**src/rtl/core_run_ctrl_if.sv**
```systemverilog
// Program-load port and instruction-memory write port of the run/load sequencer.
interface core_run_ctrl_if #(
    parameter int ADDR_W = 6
);
    logic              load_valid;
    logic [31:0]       load_data;
    logic              load_ready;
    logic              imem_we;
    logic [ADDR_W-1:0] imem_waddr;
    logic [31:0]       imem_wdata;

    modport master (
        output load_valid, load_data,
        input  load_ready, imem_we, imem_waddr, imem_wdata
    );

    modport slave (
        input  load_valid, load_data,
        output load_ready, imem_we, imem_waddr, imem_wdata
    );
endinterface

```
**src/rtl/core_run_ctrl.sv**
```systemverilog
// Run/load sequencer: streams a program into IMEM, clears the PC, gates commit, counts retires.
// Define RUN_CTRL_STEP_EN to build the debug PAUSE state with dbg_pause/dbg_step.
module core_run_ctrl #(
    parameter int IMEM_DEPTH = 64,
    parameter int ADDR_W     = 6,
    parameter int CNT_W      = 32
) (
    input  logic             clk,
    input  logic             rst,
    input  logic             start,
    input  logic             abort,
    input  logic             core_load,
    input  logic             dbg_pause,
    input  logic             dbg_step,
    core_run_ctrl_if.slave   ld,
    output logic             pc_clr,
    output logic             core_en,
    output logic             busy,
    output logic             halted,
    output logic             load_err,
    output logic [CNT_W-1:0] instret
);
    typedef enum logic [2:0] {
        S_IDLE  = 3'd0,
        S_CLEAR = 3'd1,
        S_RUN   = 3'd2,
        S_HALT  = 3'd3
`ifdef RUN_CTRL_STEP_EN
        , S_PAUSE = 3'd4
`endif
    } state_t;

    localparam logic [ADDR_W:0] FULL_PTR = (ADDR_W+1)'(IMEM_DEPTH);

    state_t           state_r;
    state_t           state_s;
    logic [ADDR_W:0]  wptr_r;
    logic [CNT_W-1:0] instret_r;
    logic             load_err_r;
    logic             pc_clr_r;
    logic             busy_r;
    logic             halted_r;
    logic             full_s;
    logic             pause_s;
    logic             ready_s;
    logic             we_s;
    logic             err_set_s;
    logic             core_en_s;
    logic             busy_s;

    assign full_s = (wptr_r == FULL_PTR);

`ifdef RUN_CTRL_STEP_EN
    assign pause_s = dbg_pause;
    assign busy_s  = (state_s == S_CLEAR) | (state_s == S_RUN) | (state_s == S_PAUSE);
`else
    logic unused_dbg_s;
    assign unused_dbg_s = dbg_pause | dbg_step;
    assign pause_s      = 1'b0;
    assign busy_s       = (state_s == S_CLEAR) | (state_s == S_RUN);
`endif

    // Next-state, load handshake and commit-enable decode; abort overrides everything.
    always_comb begin
        state_s   = state_r;
        ready_s   = 1'b0;
        we_s      = 1'b0;
        err_set_s = 1'b0;
        core_en_s = 1'b0;
        if (abort) begin
            state_s = S_IDLE;
        end else begin
            case (state_r)
                S_IDLE: begin
                    ready_s   = !full_s & !start;
                    we_s      = ready_s & ld.load_valid & !rst;
                    err_set_s = ld.load_valid & full_s;
                    if (start) begin
                        state_s = S_CLEAR;
                    end else begin
                        state_s = S_IDLE;
                    end
                end
                S_CLEAR: begin
                    state_s = S_RUN;
                end
                S_RUN: begin
                    core_en_s = core_load & !pause_s;
                    if (!core_load) begin
                        state_s = S_HALT;
`ifdef RUN_CTRL_STEP_EN
                    end else if (pause_s) begin
                        state_s = S_PAUSE;
`endif
                    end else begin
                        state_s = S_RUN;
                    end
                end
                S_HALT: begin
                    if (start) begin
                        state_s = S_CLEAR;
                    end else begin
                        state_s = S_HALT;
                    end
                end
`ifdef RUN_CTRL_STEP_EN
                S_PAUSE: begin
                    // A step coinciding with pause release still executes before RUN resumes.
                    core_en_s = dbg_step & core_load;
                    if (dbg_step & !core_load) begin
                        state_s = S_HALT;
                    end else if (!dbg_pause) begin
                        state_s = S_RUN;
                    end else begin
                        state_s = S_PAUSE;
                    end
                end
`endif
                default: begin
                    state_s = S_IDLE;
                end
            endcase
        end
    end

    // State register.
    always_ff @(posedge clk or posedge rst) begin
        if (rst) begin
            state_r <= S_IDLE;
        end else begin
            state_r <= state_s;
        end
    end

    // Write pointer: advances per accepted beat, rewinds on abort so a new program can load.
    always_ff @(posedge clk or posedge rst) begin
        if (rst) begin
            wptr_r <= {(ADDR_W+1){1'b0}};
        end else if (abort) begin
            wptr_r <= {(ADDR_W+1){1'b0}};
        end else if (we_s) begin
            wptr_r <= wptr_r + {{ADDR_W{1'b0}}, 1'b1};
        end
    end

    // Retired-instruction counter, zeroed in CLEAR and saturating at all-ones.
    always_ff @(posedge clk or posedge rst) begin
        if (rst) begin
            instret_r <= {CNT_W{1'b0}};
        end else if (state_r == S_CLEAR) begin
            instret_r <= {CNT_W{1'b0}};
        end else if (core_en_s && (instret_r != {CNT_W{1'b1}})) begin
            instret_r <= instret_r + {{(CNT_W-1){1'b0}}, 1'b1};
        end
    end

    // Sticky overflow flag and state-decoded status outputs registered from next state.
    always_ff @(posedge clk or posedge rst) begin
        if (rst) begin
            load_err_r <= 1'b0;
            pc_clr_r   <= 1'b0;
            busy_r     <= 1'b0;
            halted_r   <= 1'b0;
        end else begin
            load_err_r <= load_err_r | err_set_s;
            pc_clr_r   <= (state_s == S_CLEAR);
            busy_r     <= busy_s;
            halted_r   <= (state_s == S_HALT);
        end
    end

    assign ld.load_ready = ready_s;
    assign ld.imem_we    = we_s;
    assign ld.imem_waddr = wptr_r[ADDR_W-1:0];
    assign ld.imem_wdata = ld.load_data;
    assign core_en       = core_en_s;
    assign pc_clr        = pc_clr_r;
    assign busy          = busy_r;
    assign halted        = halted_r;
    assign load_err      = load_err_r;
    assign instret       = instret_r;
endmodule
```
**src/flat_wrapper.sv**
```systemverilog
// flat-port wrapper written by rule: the top's interface ports become plain ports
module core_run_ctrl_flat 
#(
    parameter int IMEM_DEPTH = 64,
    parameter int ADDR_W     = 6,
    parameter int CNT_W      = 32
)
  (clk, rst, start, abort, core_load, dbg_pause, dbg_step, pc_clr, core_en, busy, halted, load_err, instret, ld_load_valid, ld_load_data, ld_load_ready, ld_imem_we, ld_imem_waddr, ld_imem_wdata);
  core_run_ctrl_if #(.ADDR_W(ADDR_W)) ld_i ();
  input  logic clk;
  input  logic rst;
  input  logic start;
  input  logic abort;
  input  logic core_load;
  input  logic dbg_pause;
  input  logic dbg_step;
  output logic pc_clr;
  output logic core_en;
  output logic busy;
  output logic halted;
  output logic load_err;
  output logic [CNT_W-1:0] instret;
  input wire logic [$bits(ld_i.load_valid)-1:0] ld_load_valid;
  input wire logic [$bits(ld_i.load_data)-1:0] ld_load_data;
  output wire logic [$bits(ld_i.load_ready)-1:0] ld_load_ready;
  output wire logic [$bits(ld_i.imem_we)-1:0] ld_imem_we;
  output wire logic [$bits(ld_i.imem_waddr)-1:0] ld_imem_waddr;
  output wire logic [$bits(ld_i.imem_wdata)-1:0] ld_imem_wdata;
  assign ld_i.load_valid = ld_load_valid;
  assign ld_i.load_data = ld_load_data;
  assign ld_load_ready = ld_i.load_ready;
  assign ld_imem_we = ld_i.imem_we;
  assign ld_imem_waddr = ld_i.imem_waddr;
  assign ld_imem_wdata = ld_i.imem_wdata;
  core_run_ctrl #(.IMEM_DEPTH(IMEM_DEPTH), .ADDR_W(ADDR_W), .CNT_W(CNT_W)) u_core (.clk(clk), .rst(rst), .start(start), .abort(abort), .core_load(core_load), .dbg_pause(dbg_pause), .dbg_step(dbg_step), .ld(ld_i), .pc_clr(pc_clr), .core_en(core_en), .busy(busy), .halted(halted), .load_err(load_err), .instret(instret));
endmodule
```
**config.mk**
```make
export PLATFORM = sky130hd
export DESIGN_NAME = core_run_ctrl_flat
export DESIGN_NICKNAME = d
export VERILOG_FILES = /design/src/rtl/core_run_ctrl_if.sv /design/src/rtl/core_run_ctrl.sv /design/src/flat_wrapper.sv
export SDC_FILE = /design/constraint.sdc
export NUM_CORES = 1
export LEC_CHECK = 0
export ABC_AREA = 1
export CAP_MARGIN = 20
export CELL_PAD_IN_SITES_DETAIL_PLACEMENT = 2
export CELL_PAD_IN_SITES_GLOBAL_PLACEMENT = 2
export CORE_UTILIZATION = 25
export DETAILED_ROUTE_END_ITERATION = 8
export PLACE_DENSITY_LB_ADDON = 0.1
export SYNTH_ARGS = -nofsm -noshare
export SYNTH_HDL_FRONTEND = slang
export SYNTH_SLANG_ARGS = --single-unit
export TNS_END_PERCENT = 30
```
**constraint.sdc**
```tcl
create_clock -name clk -period 7.15 [get_ports clk]
set_input_delay 2.145 -clock clk [delete_from_list [all_inputs] [get_ports clk]]
set_output_delay 2.145 -clock clk [all_outputs]
set_load 0.01 [all_outputs]
```
After elaboration in Yosys (flattened, before gate mapping)

Index checks and enable logic that the tools add are counted.

Output and inout port bits: 77
Bits in writable memories: 0
Bits in latches: 0
Flip-flop bits (word level): 46
Memories kept: 0
Memory bits (read-only): 0

Add/sub/neg operators: 2
Muxes and demuxes: 17
$lt $le $gt $ge: 0
Shift operators: 0
Bitwise logic cells: 6
Multiply operators: 0
Divide/modulo/power cells: 0
Reductions and logical operators: 7
Equal/unequal tests: 8

Operators by type and width:

| cell                                           | count |
|---|---|
| two-way mux 32 bit                             | 2 |
| adder 32 x 1 -> 32 bit (second input constant) | 1 |
| inequality test 32 bit (second input constant) | 1 |
| two-way mux 7 bit                              | 2 |
| == test 3 x 2 -> 1 bit (second input constant) | 4 |
| case mux 3 bit (4 select lines)                | 1 |
| two-way mux 1 bit                              | 10 |
| adder 7 x 1 -> 7 bit (second input constant)   | 1 |
| == test 7 bit (second input constant)          | 1 |
| == test 3 x 1 -> 1 bit (second input constant) | 2 |
| bitwise AND 1 bit                              | 4 |
| nonzero test 2 bit                             | 2 |
| zero test 1 bit                                | 3 |
| zero test 3 bit                                | 1 |
| two-way mux 3 bit                              | 1 |
| two-way mux 2 bit                              | 1 |
| bitwise OR 1 bit                               | 2 |
| logical AND 1 bit                              | 1 |

Logic depth before layout (Yosys ltp)

Gate-level depths: netlist (run 1).

Depth after elaboration: 9
Mapped depth: 11
Depth with buffers taken out: 10

Worst setup path after synthesis (run 1)

Ideal clock, no wire load.

Kind: input -> output
From: input rst
To: output ld_imem_we
Data arrival time: 3.838 ns
Setup slack: 1.167 ns
Buffers on the path: 0
Cell stages on the path: 3
Data required time: 5.005 ns
Cells stage by stage: inv_1 -> nand4_1 -> nor2_1

Cells in the longest elaborated chain, start to end: 4

RTL lines:

| element           | RTL line            | text |
|---|---|---|
| from (decl)       | flat_wrapper.sv:11  | `input logic rst;` |
| zero test 1 bit   | core_run_ctrl.sv:76 | `we_s = ready_s & ld.load_valid & !rst;` |
| bitwise AND 1 bit | core_run_ctrl.sv:76 |  |
| two-way mux 1 bit | core_run_ctrl.sv:73 | `case (state_r)` |
| two-way mux 1 bit | core_run_ctrl.sv:70 | `if (abort) begin` |
| to (decl)         | flat_wrapper.sv:26  | `output wire logic [$bits(ld_i.imem_we)-1:0] ld_imem_we;` |

Every way passes these cells.

Final worst setup path (run 1)

From: input abort
To: output core_en

Cells in the longest elaborated chain, start to end: 1

RTL lines:

| element           | RTL line            | text |
|---|---|---|
| from (decl)       | flat_wrapper.sv:13  | `input logic abort;` |
| two-way mux 1 bit | core_run_ctrl.sv:70 |  |
| to (decl)         | flat_wrapper.sv:18  | `output logic core_en;` |

Every way passes these cells.

==> impl_metrics.xml, run 1 <==
<?xml version="1.0" encoding="UTF-8"?>
<metrics>
  <group name="grt">
    <metric name="wire_length_of_the_first_global_routing_pass" unit="µm">16200</metric>
    <metric name="grt_util_met1" unit="%">21.0</metric>
    <metric name="number_of_global_route_vias_before_repair" unit="">3005</metric>
    <metric name="grt_usage" unit="%">16.4</metric>
    <metric name="grt_start_max_net_pins" unit="">50</metric>
    <metric name="antenna_found_initial" unit="">0</metric>
    <metric name="use_met2" unit="%">27.5</metric>
    <metric name="grt-busiest-layer" unit="">met2</metric>
    <metric name="grtUsageMet3" unit="%">3.28</metric>
    <metric name="overflow" unit="">0</metric>
  </group>
  <group name="timing">
    <metric name="finalClockSkew" unit="ns">0.00545</metric>
    <metric name="grt_setup_unrepaired" unit="">false</metric>
    <metric name="top_achievable_clock_speed" unit="MHz">166</metric>
    <metric name="finalHoldViolCount" unit="">0</metric>
    <metric name="setup_tns" unit="ns">0</metric>
    <metric name="layout_min_cycle_time" unit="ns">6.04</metric>
    <metric name="fin_ws" unit="ns">1.11</metric>
    <metric name="fin_hold_ws" unit="ns">0.485</metric>
    <metric name="relSlewSlack" unit="%">39.7</metric>
    <metric name="final-max-slew-violation-count" unit="">0</metric>
    <metric name="setup_viol" unit="">0</metric>
    <metric name="final.period_utilization" unit="%">84.5</metric>
    <metric name="max_slew.worst_pin.slew" unit="ns">0.882</metric>
  </group>
  <group name="final_layout">
    <metric name="n_antenna_cell" unit="">0</metric>
    <metric name="sequential_cell_area" unit="mm²">0.00113</metric>
    <metric name="finalNonFillerCells" unit="">623</metric>
    <metric name="area_of_the_multi_input_gates" unit="mm²">0.00152</metric>
    <metric name="layout.filler_cells" unit="">1460</metric>
    <metric name="nNetsFinal" unit="">499</metric>
    <metric name="post_route_cells_drive_above_1_share" unit="%">5.27</metric>
    <metric name="fin_area" unit="mm²">0.00369</metric>
    <metric name="flow.area_growth_from_synthesis" unit="%">17.6</metric>
  </group>
  <group name="yosys">
    <metric name="synth_cell_area" unit="mm²">0.00314</metric>
    <metric name="synthesized_flop_and_latch_total" unit="">45</metric>
    <metric name="synthesis.nets" unit="">488</metric>
    <metric name="proportion_of_synthesized_chip_area_in_sequential_cells" unit="%">35.9</metric>
    <metric name="dominantRegCellSynth" unit="">sky130_fd_sc_hd__dfrtp_1</metric>
    <metric name="ys.warnings.count" unit="">0</metric>
    <metric name="post_synth_num_cell_types" unit="">27</metric>
    <metric name="synthesized_instance_count" unit="">443</metric>
    <metric name="synth-edff-count" unit="">0</metric>
    <metric name="syn-mean-instance-area" unit="µm²">7.09</metric>
    <metric name="synthArstFlopShare" unit="%">100</metric>
  </group>
  <group name="clock_network">
    <metric name="cts_root_buf" unit="">sky130_fd_sc_hd__clkbuf_16</metric>
    <metric name="worst_skew_pair.late_latency" unit="ns">0.30</metric>
    <metric name="total_clock_buffers_created_by_cts" unit="">5</metric>
    <metric name="post_cts_resize_count" unit="">0</metric>
    <metric name="cts.clk_slew.worst_paths" unit="ns">0.07</metric>
    <metric name="cts_setup_buffers" unit="">0</metric>
    <metric name="cts_num_sinks" unit="">45</metric>
    <metric name="htreeDepth" unit="">2</metric>
    <metric name="post_cts_hold_buffer_count" unit="">0</metric>
    <metric name="tritoncts" unit="">built</metric>
    <metric name="deepest_clock_path_buffer_count" unit="">2</metric>
  </group>
  <group name="place">
    <metric name="routabilityCongestion" unit="">0.708</metric>
    <metric name="hpwlAfterDp" unit="µm">7100</metric>
    <metric name="placed_cell_area" unit="mm²">0.00352</metric>
    <metric name="buffer_ports.inserted" unit="">50</metric>
    <metric name="dpl_worst_slack" unit="ns">1.08</metric>
    <metric name="place.detailed.instances" unit="">615</metric>
  </group>
  <group name="route">
    <metric name="wire_length_per_cell" unit="µm">16.0</metric>
    <metric name="totalWireLength" unit="µm">9940</metric>
    <metric name="detail_route.drc_violations" unit="">0</metric>
    <metric name="detailroute.via_count" unit="">2867</metric>
    <metric name="detail-route-antenna-nets" unit="">0</metric>
    <metric name="dr.pass1.iters" unit="">3</metric>
    <metric name="drt-initial-drc-count" unit="">117</metric>
    <metric name="vias_per_cell" unit="">4.60</metric>
  </group>
  <group name="critical_path">
    <metric name="timing.critical_path.cells" unit="">clkdlybuf4s50_1 -&gt; inv_1 -&gt; nand2_1 -&gt; inv_1 -&gt; clkdlybuf4s50_1</metric>
    <metric name="crit_path_end_kind" unit="">output port</metric>
    <metric name="critPathKind" unit="">primary input to output port</metric>
    <metric name="crit_family" unit="">buffers and inverters</metric>
    <metric name="critical-path-max-stage-delay" unit="ns">0.59</metric>
    <metric name="arrival_time_worst_endpoint" unit="ns">3.89</metric>
    <metric name="worst_path_max_delay_cell" unit="">sky130_fd_sc_hd__clkdlybuf4s50_1</metric>
    <metric name="path_buf_inv" unit="">4</metric>
    <metric name="worst-endpoint-required" unit="ns">5.01</metric>
    <metric name="critical_path_peak_fanout" unit="">10</metric>
    <metric name="timing.rr.start" unit="">u_core.instret[0]</metric>
    <metric name="worstSetupStartpoint" unit="">abort</metric>
    <metric name="critical_path.startpoint_type" unit="">primary input</metric>
  </group>
  <group name="floorplanning">
    <metric name="start_util" unit="%">25.9</metric>
    <metric name="row_count" unit="">40</metric>
    <metric name="fp.dieH" unit="µm">114</metric>
    <metric name="floorplan.io_pins" unit="">117</metric>
    <metric name="placeableCoreArea" unit="mm²">0.0121</metric>
    <metric name="horiz_die_dim" unit="µm">114</metric>
    <metric name="design.die.area" unit="mm²">0.0130</metric>
  </group>
  <group name="pwr">
    <metric name="total_leakage_power" unit="nW">1.57</metric>
    <metric name="power_density" unit="mW/mm²">163</metric>
    <metric name="max-vdd-ir-drop" unit="mV">0.0603</metric>
  </group>
  <group name="min_path">
    <metric name="tightest_hold_check_type" unit="">flop to flop</metric>
    <metric name="critical_hold_path_startpoint" unit="">u_core.load_err</metric>
  </group>
  <group name="status">
    <metric name="outcome" unit="">completed</metric>
  </group>
  <group name="flow_run">
    <metric name="cap_viol_max_count" unit="">0</metric>
  </group>
</metrics>
[logic make-up (layout without fill, tap and decap cells)]
family                   Yosys count  after routing  share of synthesized area (%)
AND/OR/NAND/NOR                  260            260                           36.3
flip-flops                        45             45                           35.9
adder cells (fa/ha/maj)            5              5                           1.99
buffers and inverters             88            100                           15.9
XOR/XNOR                          19             19                           5.30
AO/OA/AOI/OAI                     26             26                           4.58
[final cells by class]
| type | count | share of cell area [%] |
|---|---|---|
| inverter | 40 | 4.07 |
| multi-input combinational | 310 | 41.1 |
| clock buffer | 7 | 3.86 |
| clock inverter | 1 | 0.814 |
| timing repair buffer | 52 | 14.0 |
| sequential | 45 | 30.5 |
| tap | 168 | 5.69 |
[synthesized netlist by cell type, drive strengths merged (3+ instances only)]
master,count,share of area [%]
nand4,3,0.60
o21ai,20,3.2
buf,46,11
inv,40,4.8
nand2,129,16
nand3b,3,0.72
nand3,61,9.7
xnor2,5,1.4
ha,5,2.0
nor2,62,8.7
xor2,14,3.9
dfrtp,45,36
[metal layers]
metal	routed length (µm)	vias to the layer above	share of wire [%]
li1	-	1379	-
met1	4670	1431	47
met2	4850	49	49
met3	293	8	2.9
met4	133	0	1.3
met5	0	-	0
[sequential cells by signal, summed over array words and instances, names as in the netlist]
| signal | count |
|---|---|
| u_core.instret | 32 |
| u_core.wptr_r | 7 |
| u_core.state_r | 2 |
| u_core.busy | 1 |
| u_core.halted | 1 |
| u_core.load_err | 1 |
| u_core.pc_clr | 1 |
[worst paths after layout]
kind	endpoint	slack (ns)	depth (start not counted)
max reg2reg	u_core.instret[2]	5.08	8
max in group asynchronous	u_core.instret[22]	4.24	3
min	u_core.load_err	0.48	1
min in group asynchronous	u_core.instret[0]	2.43	3
max	core_en	1.11	5
min reg2reg	u_core.load_err	0.48	1
[layout by cell type (no fill, tap or decap), drive strengths merged, types with 2 or more instances in the layout]
cell	instances
nand3b	3
nor2	62
nand3	61
o21ai	20
dfrtp	45
ha	5
clkdlybuf4s50	50
clkbuf	7
xor2	14
o21bai	2
xnor2	5
nand4	3
nand2	129
nor3	2
buf	2
inv	40
[through the flow]
stage          utilization, %  total power [W]
2_1_floorplan               -         0.000314
3_3_place_gp             29.0         0.000320
3_5_place_dp             29.0         0.000321
4_1_cts                  30.5         0.000618
5_1_grt                  30.5         0.000629
6_report                 30.5         0.000602
[power breakdown]
| group | internal, W | switching (W) |
|---|---|---|
| clock network | 0.000175 | 0.000112 |
| logic | 0.0000175 | 0.0000322 |
| registers | 0.000260 | 0.00000479 |
Note: power is estimated with default switching activity, not from simulation.
==> run 2: changes to the inputs <==
Settings changed: CORE_UTILIZATION 25 to 21.
Clock period 7.15 ns to 5.2 ns, I/O delays scaled along.
==> run 2 against run 1 <==
  * Worst setup slack got worse by 0.52 ns
  * Cell count rose by 2.7%
  * Register-to-register slack got worse by 2.0 ns
  * Wire length rose by 2.3%
  * Core utilization fell by 5.0 points
  * Critical path type unchanged
  * Largest cell class unchanged
  * Highest routed layer unchanged
==> impl_metrics.xml, run 2 (same netlist as run 1, synthesis figures left out) <==
<?xml version="1.0" encoding="UTF-8"?>
<metrics>
  <group name="grt">
    <metric name="grt_usage" unit="%">13.7</metric>
    <metric name="antenna_found_initial" unit="">0</metric>
    <metric name="grt_start_max_net_pins" unit="">50</metric>
    <metric name="number_of_global_route_vias_before_repair" unit="">3044</metric>
    <metric name="wire_length_of_the_first_global_routing_pass" unit="µm">16500</metric>
    <metric name="overflow" unit="">0</metric>
  </group>
  <group name="route">
    <metric name="wire_length_per_cell" unit="µm">15.9</metric>
    <metric name="detail_route.drc_violations" unit="">0</metric>
    <metric name="drt-initial-drc-count" unit="">88</metric>
    <metric name="totalWireLength" unit="µm">10200</metric>
    <metric name="dr.pass1.iters" unit="">6</metric>
    <metric name="detail-route-antenna-nets" unit="">0</metric>
    <metric name="vias_per_cell" unit="">4.38</metric>
    <metric name="detailroute.via_count" unit="">2801</metric>
  </group>
  <group name="critical_path">
    <metric name="crit_path_end_kind" unit="">output port</metric>
    <metric name="critical_path_peak_fanout" unit="">2</metric>
    <metric name="arrival_time_worst_endpoint" unit="ns">3.05</metric>
    <metric name="worst-endpoint-required" unit="ns">3.64</metric>
    <metric name="critical_path.startpoint_type" unit="">primary input</metric>
    <metric name="critPathKind" unit="">primary input to output port</metric>
  </group>
  <group name="clock_network">
    <metric name="total_clock_buffers_created_by_cts" unit="">5</metric>
    <metric name="cts_num_sinks" unit="">45</metric>
    <metric name="deepest_clock_path_buffer_count" unit="">2</metric>
    <metric name="tritoncts" unit="">built</metric>
    <metric name="cts_root_buf" unit="">sky130_fd_sc_hd__clkbuf_16</metric>
    <metric name="worst_skew_pair.late_latency" unit="ns">0.30</metric>
    <metric name="post_cts_resize_count" unit="">0</metric>
    <metric name="cts_setup_buffers" unit="">0</metric>
    <metric name="post_cts_hold_buffer_count" unit="">0</metric>
    <metric name="htreeDepth" unit="">2</metric>
    <metric name="cts.clk_slew.worst_paths" unit="ns">0.06</metric>
  </group>
  <group name="timing">
    <metric name="top_achievable_clock_speed" unit="MHz">217</metric>
    <metric name="max_slew.worst_pin.slew" unit="ns">1.00</metric>
    <metric name="fin_ws" unit="ns">0.595</metric>
    <metric name="layout_min_cycle_time" unit="ns">4.61</metric>
    <metric name="relSlewSlack" unit="%">31.3</metric>
    <metric name="fin_hold_ws" unit="ns">0.468</metric>
    <metric name="finalHoldViolCount" unit="">0</metric>
    <metric name="final.period_utilization" unit="%">88.6</metric>
    <metric name="finalClockSkew" unit="ns">0.00884</metric>
    <metric name="final-max-slew-violation-count" unit="">0</metric>
    <metric name="setup_tns" unit="ns">0</metric>
    <metric name="grt_setup_unrepaired" unit="">false</metric>
    <metric name="setup_viol" unit="">0</metric>
  </group>
  <group name="final_layout">
    <metric name="post_route_cells_drive_above_1_share" unit="%">5.48</metric>
    <metric name="nNetsFinal" unit="">501</metric>
    <metric name="flow.area_growth_from_synthesis" unit="%">17.7</metric>
    <metric name="layout_common_cells" unit="">sky130_fd_sc_hd__nand2_1 (123), sky130_fd_sc_hd__nand3_1 (61), sky130_fd_sc_hd__nor2_1 (55), sky130_fd_sc_hd__clkdlybuf4s50_1 (50), sky130_fd_sc_hd__dfrtp_1 (45)</metric>
    <metric name="layout_commonest_cell" unit="">sky130_fd_sc_hd__nand2_1</metric>
    <metric name="fin_area" unit="mm²">0.00370</metric>
    <metric name="n_antenna_cell" unit="">0</metric>
    <metric name="largest_register_ffs" unit="">32</metric>
  </group>
  <group name="pwr">
    <metric name="pwr-share-seq" unit="%">47.2</metric>
    <metric name="combPwrFrac" unit="%">9.0</metric>
    <metric name="power_density" unit="mW/mm²">208</metric>
    <metric name="max-vdd-ir-drop" unit="mV">0.0909</metric>
    <metric name="total_leakage_power" unit="nW">1.57</metric>
    <metric name="p_int" unit="W">0.000572</metric>
    <metric name="netSwitchingPower" unit="W">0.000198</metric>
    <metric name="p_clk_share" unit="%">43.8</metric>
    <metric name="switching_share" unit="%">25.8</metric>
    <metric name="overall_power_of_the_completed_layout" unit="W">0.000771</metric>
  </group>
  <group name="place">
    <metric name="dpl_worst_slack" unit="ns">0.566</metric>
    <metric name="buffer_ports.inserted" unit="">50</metric>
    <metric name="routabilityCongestion" unit="">0.738</metric>
    <metric name="placed_cell_area" unit="mm²">0.00355</metric>
    <metric name="hpwlAfterDp" unit="µm">7280</metric>
  </group>
  <group name="floorplanning">
    <metric name="fp.dieH" unit="µm">124</metric>
    <metric name="start_util" unit="%">21.6</metric>
    <metric name="horiz_die_dim" unit="µm">124</metric>
    <metric name="row_count" unit="">44</metric>
    <metric name="design.die.area" unit="mm²">0.0154</metric>
    <metric name="floorplan.io_pins" unit="">117</metric>
    <metric name="placeableCoreArea" unit="mm²">0.0145</metric>
  </group>
  <group name="status">
    <metric name="outcome" unit="">completed</metric>
  </group>
  <group name="min_path">
    <metric name="tightest_hold_check_type" unit="">flop to flop</metric>
  </group>
  <group name="flow_run">
    <metric name="cap_viol_max_count" unit="">0</metric>
  </group>
</metrics>
## run 2: cell types whose count changed in the layout (fill, tap and decap cells not counted)
cell / before / now
sky130_fd_sc_hd__buf_4: 2 / 4
sky130_fd_sc_hd__bufinv_16: 1 / 0
## run 2: area by class of cell
type                    count  area [µm²]
clock buffers               7         143
fillers                  1758       10800
inverters                  40         150
multi-input cells         310        1520
flip-flops and latches     45        1130
well taps                 184         230
repair buffers             54         531
## run 2: worst max-delay path, stage by stage
cell and delay [ns]:
sky130_fd_sc_hd__clkdlybuf4s50_1 0.45, sky130_fd_sc_hd__inv_1 0.04, sky130_fd_sc_hd__nor3_1 0.17, sky130_fd_sc_hd__nand2_1 0.13, sky130_fd_sc_hd__inv_1 0.14, sky130_fd_sc_hd__clkdlybuf4s50_1 0.56
## run 2: path summary, 6_finish.rpt
path / startpoint / to / slack (ns) / cells past startpoint
worst max-delay path: core_load / core_en / 0.59 / 6
worst min-delay path: u_core.load_err / u_core.load_err / 0.47 / 1
min in group asynchronous: rst / u_core.instret[17] / 1.83 / 3
worst min register to register: u_core.load_err / u_core.load_err / 0.47 / 1
worst max register to register: u_core.instret[0] / u_core.instret[9] / 3.09 / 8
max in group asynchronous: rst / u_core.instret[31] / 2.89 / 3
## run 2: layer usage
layer	vias up	global-route usage, %	part of all wire, %
li1	1377	-	-
met4	0	4.18	1.2
met5	-	0	0
met2	41	22.0	46
met1	1365	17.8	48
met3	18	3.69	4.0
## run 2: power by group through the flow
stage / logic [W] / registers (W) / clock network (W)
2_1_floorplan: 0.0000600 / 0.000372 / 0
3_3_place_gp: 0.0000725 / 0.000371 / 0
3_5_place_dp: 0.0000728 / 0.000371 / 0
4_1_cts: 0.0000732 / 0.000364 / 0.000355
5_1_grt: 0.0000793 / 0.000365 / 0.000363
6_report: 0.0000694 / 0.000364 / 0.000337
## run 2: metrics by stage
| stage | util (%) | instances |
|---|---|---|
| 3_3_place_gp | 24.4 | 633 |
| 6_report | 25.4 | 640 |
| 2_1_floorplan | - | 443 |
| 4_1_cts | 25.4 | 640 |
| 5_1_grt | 25.4 | 640 |
| 3_5_place_dp | 24.4 | 633 |
==> run 3: changes to the inputs <==
Settings changed: CORE_UTILIZATION 21 to 22, CTS_BUF_LIST set to sky130_fd_sc_hd__clkbuf_8.
==> run 3 against run 2 <==
  * Global-route usage up 1.2 points
  * Worst hold slack worse by 0.00086 ns
  * Clock skew decreased by 0.0038 ns
  * Total power fell by 13%
  * Worst setup slack lost 0.026 ns
  * Sequential share of layout area grew 0.51 points
  * Combinational power is essentially flat
  * Sequential power hardly changed
  * Wire length shrank 1.5%
  * First-iteration DRC count is 23% lower
==> impl_metrics.xml, run 3 (same netlist as run 1, synthesis figures left out) <==
<?xml version="1.0" encoding="UTF-8"?>
<metrics>
  <group name="status">
    <metric name="outcome" unit="">completed</metric>
  </group>
  <group name="timing">
    <metric name="setup_viol" unit="">0</metric>
    <metric name="finalHoldViolCount" unit="">0</metric>
    <metric name="max_slew.worst_pin.slew" unit="ns">0.930</metric>
    <metric name="finalClockSkew" unit="ns">0.00507</metric>
    <metric name="layout_min_cycle_time" unit="ns">4.63</metric>
    <metric name="final.period_utilization" unit="%">89.1</metric>
    <metric name="fin_hold_ws" unit="ns">0.468</metric>
    <metric name="grt_setup_unrepaired" unit="">false</metric>
    <metric name="relSlewSlack" unit="%">36.4</metric>
    <metric name="setup_tns" unit="ns">0</metric>
    <metric name="final-max-slew-violation-count" unit="">0</metric>
    <metric name="top_achievable_clock_speed" unit="MHz">216</metric>
  </group>
  <group name="final_layout">
    <metric name="layout_commonest_cell" unit="">sky130_fd_sc_hd__nand2_1</metric>
    <metric name="nNetsFinal" unit="">501</metric>
    <metric name="post_route_cells_drive_above_1_share" unit="%">5.48</metric>
    <metric name="n_antenna_cell" unit="">0</metric>
    <metric name="layout.filler_cells" unit="">1689</metric>
    <metric name="layout_common_cells" unit="">sky130_fd_sc_hd__nand2_1 (123), sky130_fd_sc_hd__nand3_1 (61), sky130_fd_sc_hd__nor2_1 (55), sky130_fd_sc_hd__clkdlybuf4s50_1 (50), sky130_fd_sc_hd__dfrtp_1 (45)</metric>
    <metric name="largest_register_ffs" unit="">32</metric>
    <metric name="flow.area_growth_from_synthesis" unit="%">15.8</metric>
    <metric name="finalNonFillerCells" unit="">636</metric>
  </group>
  <group name="floorplanning">
    <metric name="design.die.area" unit="mm²">0.0148</metric>
    <metric name="start_util" unit="%">22.6</metric>
    <metric name="floorplan.io_pins" unit="">117</metric>
    <metric name="horiz_die_dim" unit="µm">121</metric>
    <metric name="placeableCoreArea" unit="mm²">0.0139</metric>
    <metric name="row_count" unit="">43</metric>
    <metric name="fp.dieH" unit="µm">121</metric>
  </group>
  <group name="clock_network">
    <metric name="post_cts_hold_buffer_count" unit="">0</metric>
    <metric name="htreeDepth" unit="">2</metric>
    <metric name="post_cts_resize_count" unit="">0</metric>
    <metric name="cts.clk_slew.worst_paths" unit="ns">0.09</metric>
    <metric name="total_clock_buffers_created_by_cts" unit="">5</metric>
    <metric name="tritoncts" unit="">built</metric>
    <metric name="cts_num_sinks" unit="">45</metric>
    <metric name="cts_setup_buffers" unit="">0</metric>
    <metric name="worst_skew_pair.late_latency" unit="ns">0.32</metric>
    <metric name="cts_root_buf" unit="">sky130_fd_sc_hd__clkbuf_8</metric>
    <metric name="deepest_clock_path_buffer_count" unit="">2</metric>
  </group>
  <group name="critical_path">
    <metric name="crit_path_end_kind" unit="">output port</metric>
    <metric name="timing.critical_path.cells" unit="">clkdlybuf4s50_1 -&gt; inv_1 -&gt; nor3_1 -&gt; nand2_1 -&gt; inv_1 -&gt; clkdlybuf4s50_1</metric>
    <metric name="worst-endpoint-required" unit="ns">3.64</metric>
    <metric name="critPathKind" unit="">primary input to output port</metric>
    <metric name="critical-path-max-stage-delay" unit="ns">0.55</metric>
    <metric name="critical_path_peak_fanout" unit="">2</metric>
    <metric name="r2r.worst_path.cells" unit="">9</metric>
    <metric name="crit_family" unit="">buffers and inverters</metric>
    <metric name="critical_path.startpoint_type" unit="">primary input</metric>
    <metric name="arrival_time_worst_endpoint" unit="ns">3.07</metric>
    <metric name="worst_path_max_delay_cell" unit="">sky130_fd_sc_hd__clkdlybuf4s50_1</metric>
    <metric name="path_buf_inv" unit="">4</metric>
    <metric name="critical_path_depth" unit="">6</metric>
  </group>
  <group name="route">
    <metric name="detail-route-antenna-nets" unit="">0</metric>
    <metric name="wire_length_per_cell" unit="µm">15.8</metric>
    <metric name="totalWireLength" unit="µm">10000</metric>
    <metric name="drt-initial-drc-count" unit="">68</metric>
    <metric name="vias_per_cell" unit="">4.42</metric>
    <metric name="detailroute.via_count" unit="">2813</metric>
    <metric name="detail_route.drc_violations" unit="">0</metric>
    <metric name="dr.pass1.iters" unit="">4</metric>
  </group>
  <group name="place">
    <metric name="buffer_ports.inserted" unit="">50</metric>
    <metric name="place.detailed.instances" unit="">629</metric>
    <metric name="routabilityCongestion" unit="">0.704</metric>
    <metric name="hpwlAfterDp" unit="µm">7340</metric>
  </group>
  <group name="grt">
    <metric name="grt-busiest-layer" unit="">met2</metric>
    <metric name="grt_start_max_net_pins" unit="">50</metric>
    <metric name="use_met2" unit="%">26.0</metric>
    <metric name="grt_usage" unit="%">14.9</metric>
    <metric name="overflow" unit="">0</metric>
    <metric name="grtUsageMet3" unit="%">3.67</metric>
    <metric name="grt_util_met1" unit="%">18.3</metric>
    <metric name="number_of_global_route_vias_before_repair" unit="">3107</metric>
    <metric name="antenna_found_initial" unit="">0</metric>
    <metric name="wire_length_of_the_first_global_routing_pass" unit="µm">16600</metric>
  </group>
  <group name="pwr">
    <metric name="total_leakage_power" unit="nW">1.55</metric>
    <metric name="power_density" unit="mW/mm²">185</metric>
    <metric name="max-vdd-ir-drop" unit="mV">0.0794</metric>
    <metric name="overall_power_of_the_completed_layout" unit="W">0.000673</metric>
  </group>
  <group name="min_path">
    <metric name="hold_depth" unit="">1</metric>
    <metric name="tightest_hold_check_type" unit="">flop to flop</metric>
  </group>
  <group name="flow_run">
    <metric name="cap_viol_max_count" unit="">0</metric>
  </group>
</metrics>
[run 3: path summary, 6_finish.rpt]
path | from | end | slack (ns)
setup / recovery | core_load | core_en | 0.57
hold reg to reg | u_core.load_err | u_core.load_err | 0.47
setup reg to reg | u_core.instret[0] | u_core.instret[0] | 3.13
max in group asynchronous | rst | u_core.load_err | 2.92
hold / removal | u_core.load_err | u_core.load_err | 0.47
min in group asynchronous | rst | u_core.instret[25] | 1.85
[run 3: final cells by class]
cell class	count	area, µm²	area share (%)
clock inverters	1	3.75	0.103
repair buffers	54	531	14.6
multi-input cells	310	1520	41.7
inverters	40	150	4.13
clock buffers	6	82.6	2.27
flip-flops and latches	45	1130	31.0
well taps	180	225	6.20
[run 3: layer usage]
metal  part of all wire (%)  vias up
li1                       -     1382
met1                     45     1378
met2                     50       47
met3                    3.8        6
met4                   0.69        0
met5                      0        -
[run 3: power breakdown]
part | switching (W) | total, W | internal, W | leakage, nW
Sequential | 0.00000625 | 0.000364 | 0.000357 | 0.622
Combinational | 0.0000446 | 0.0000694 | 0.0000248 | 0.877
Clock | 0.000136 | 0.000240 | 0.000104 | 0.0485
[run 3: through the flow]
stage / setup WS [ns] / area [µm²] / utilization, %
2_1_floorplan: 0.387 / 3140 / -
3_3_place_gp: 0.575 / 3550 / 25.6
3_5_place_dp: 0.554 / 3550 / 25.6
4_1_cts: 0.537 / 3630 / 26.2
5_1_grt: 0.413 / 3630 / 26.2
6_report: 0.569 / 3630 / 26.2
[run 3: worst register-to-register path, cell delays in order (launching register included)]
cell and delay [ns]:
sky130_fd_sc_hd__dfrtp_1 0.44, sky130_fd_sc_hd__ha_1 0.23, sky130_fd_sc_hd__nand2_2 0.08, sky130_fd_sc_hd__nor2_4 0.18
sky130_fd_sc_hd__nand2_4 0.11, sky130_fd_sc_hd__nor2_8 0.19, sky130_fd_sc_hd__nand2_2 0.09, sky130_fd_sc_hd__nand2_4 0.38
sky130_fd_sc_hd__nand3_1 0.16, sky130_fd_sc_hd__o21ai_0 0.12
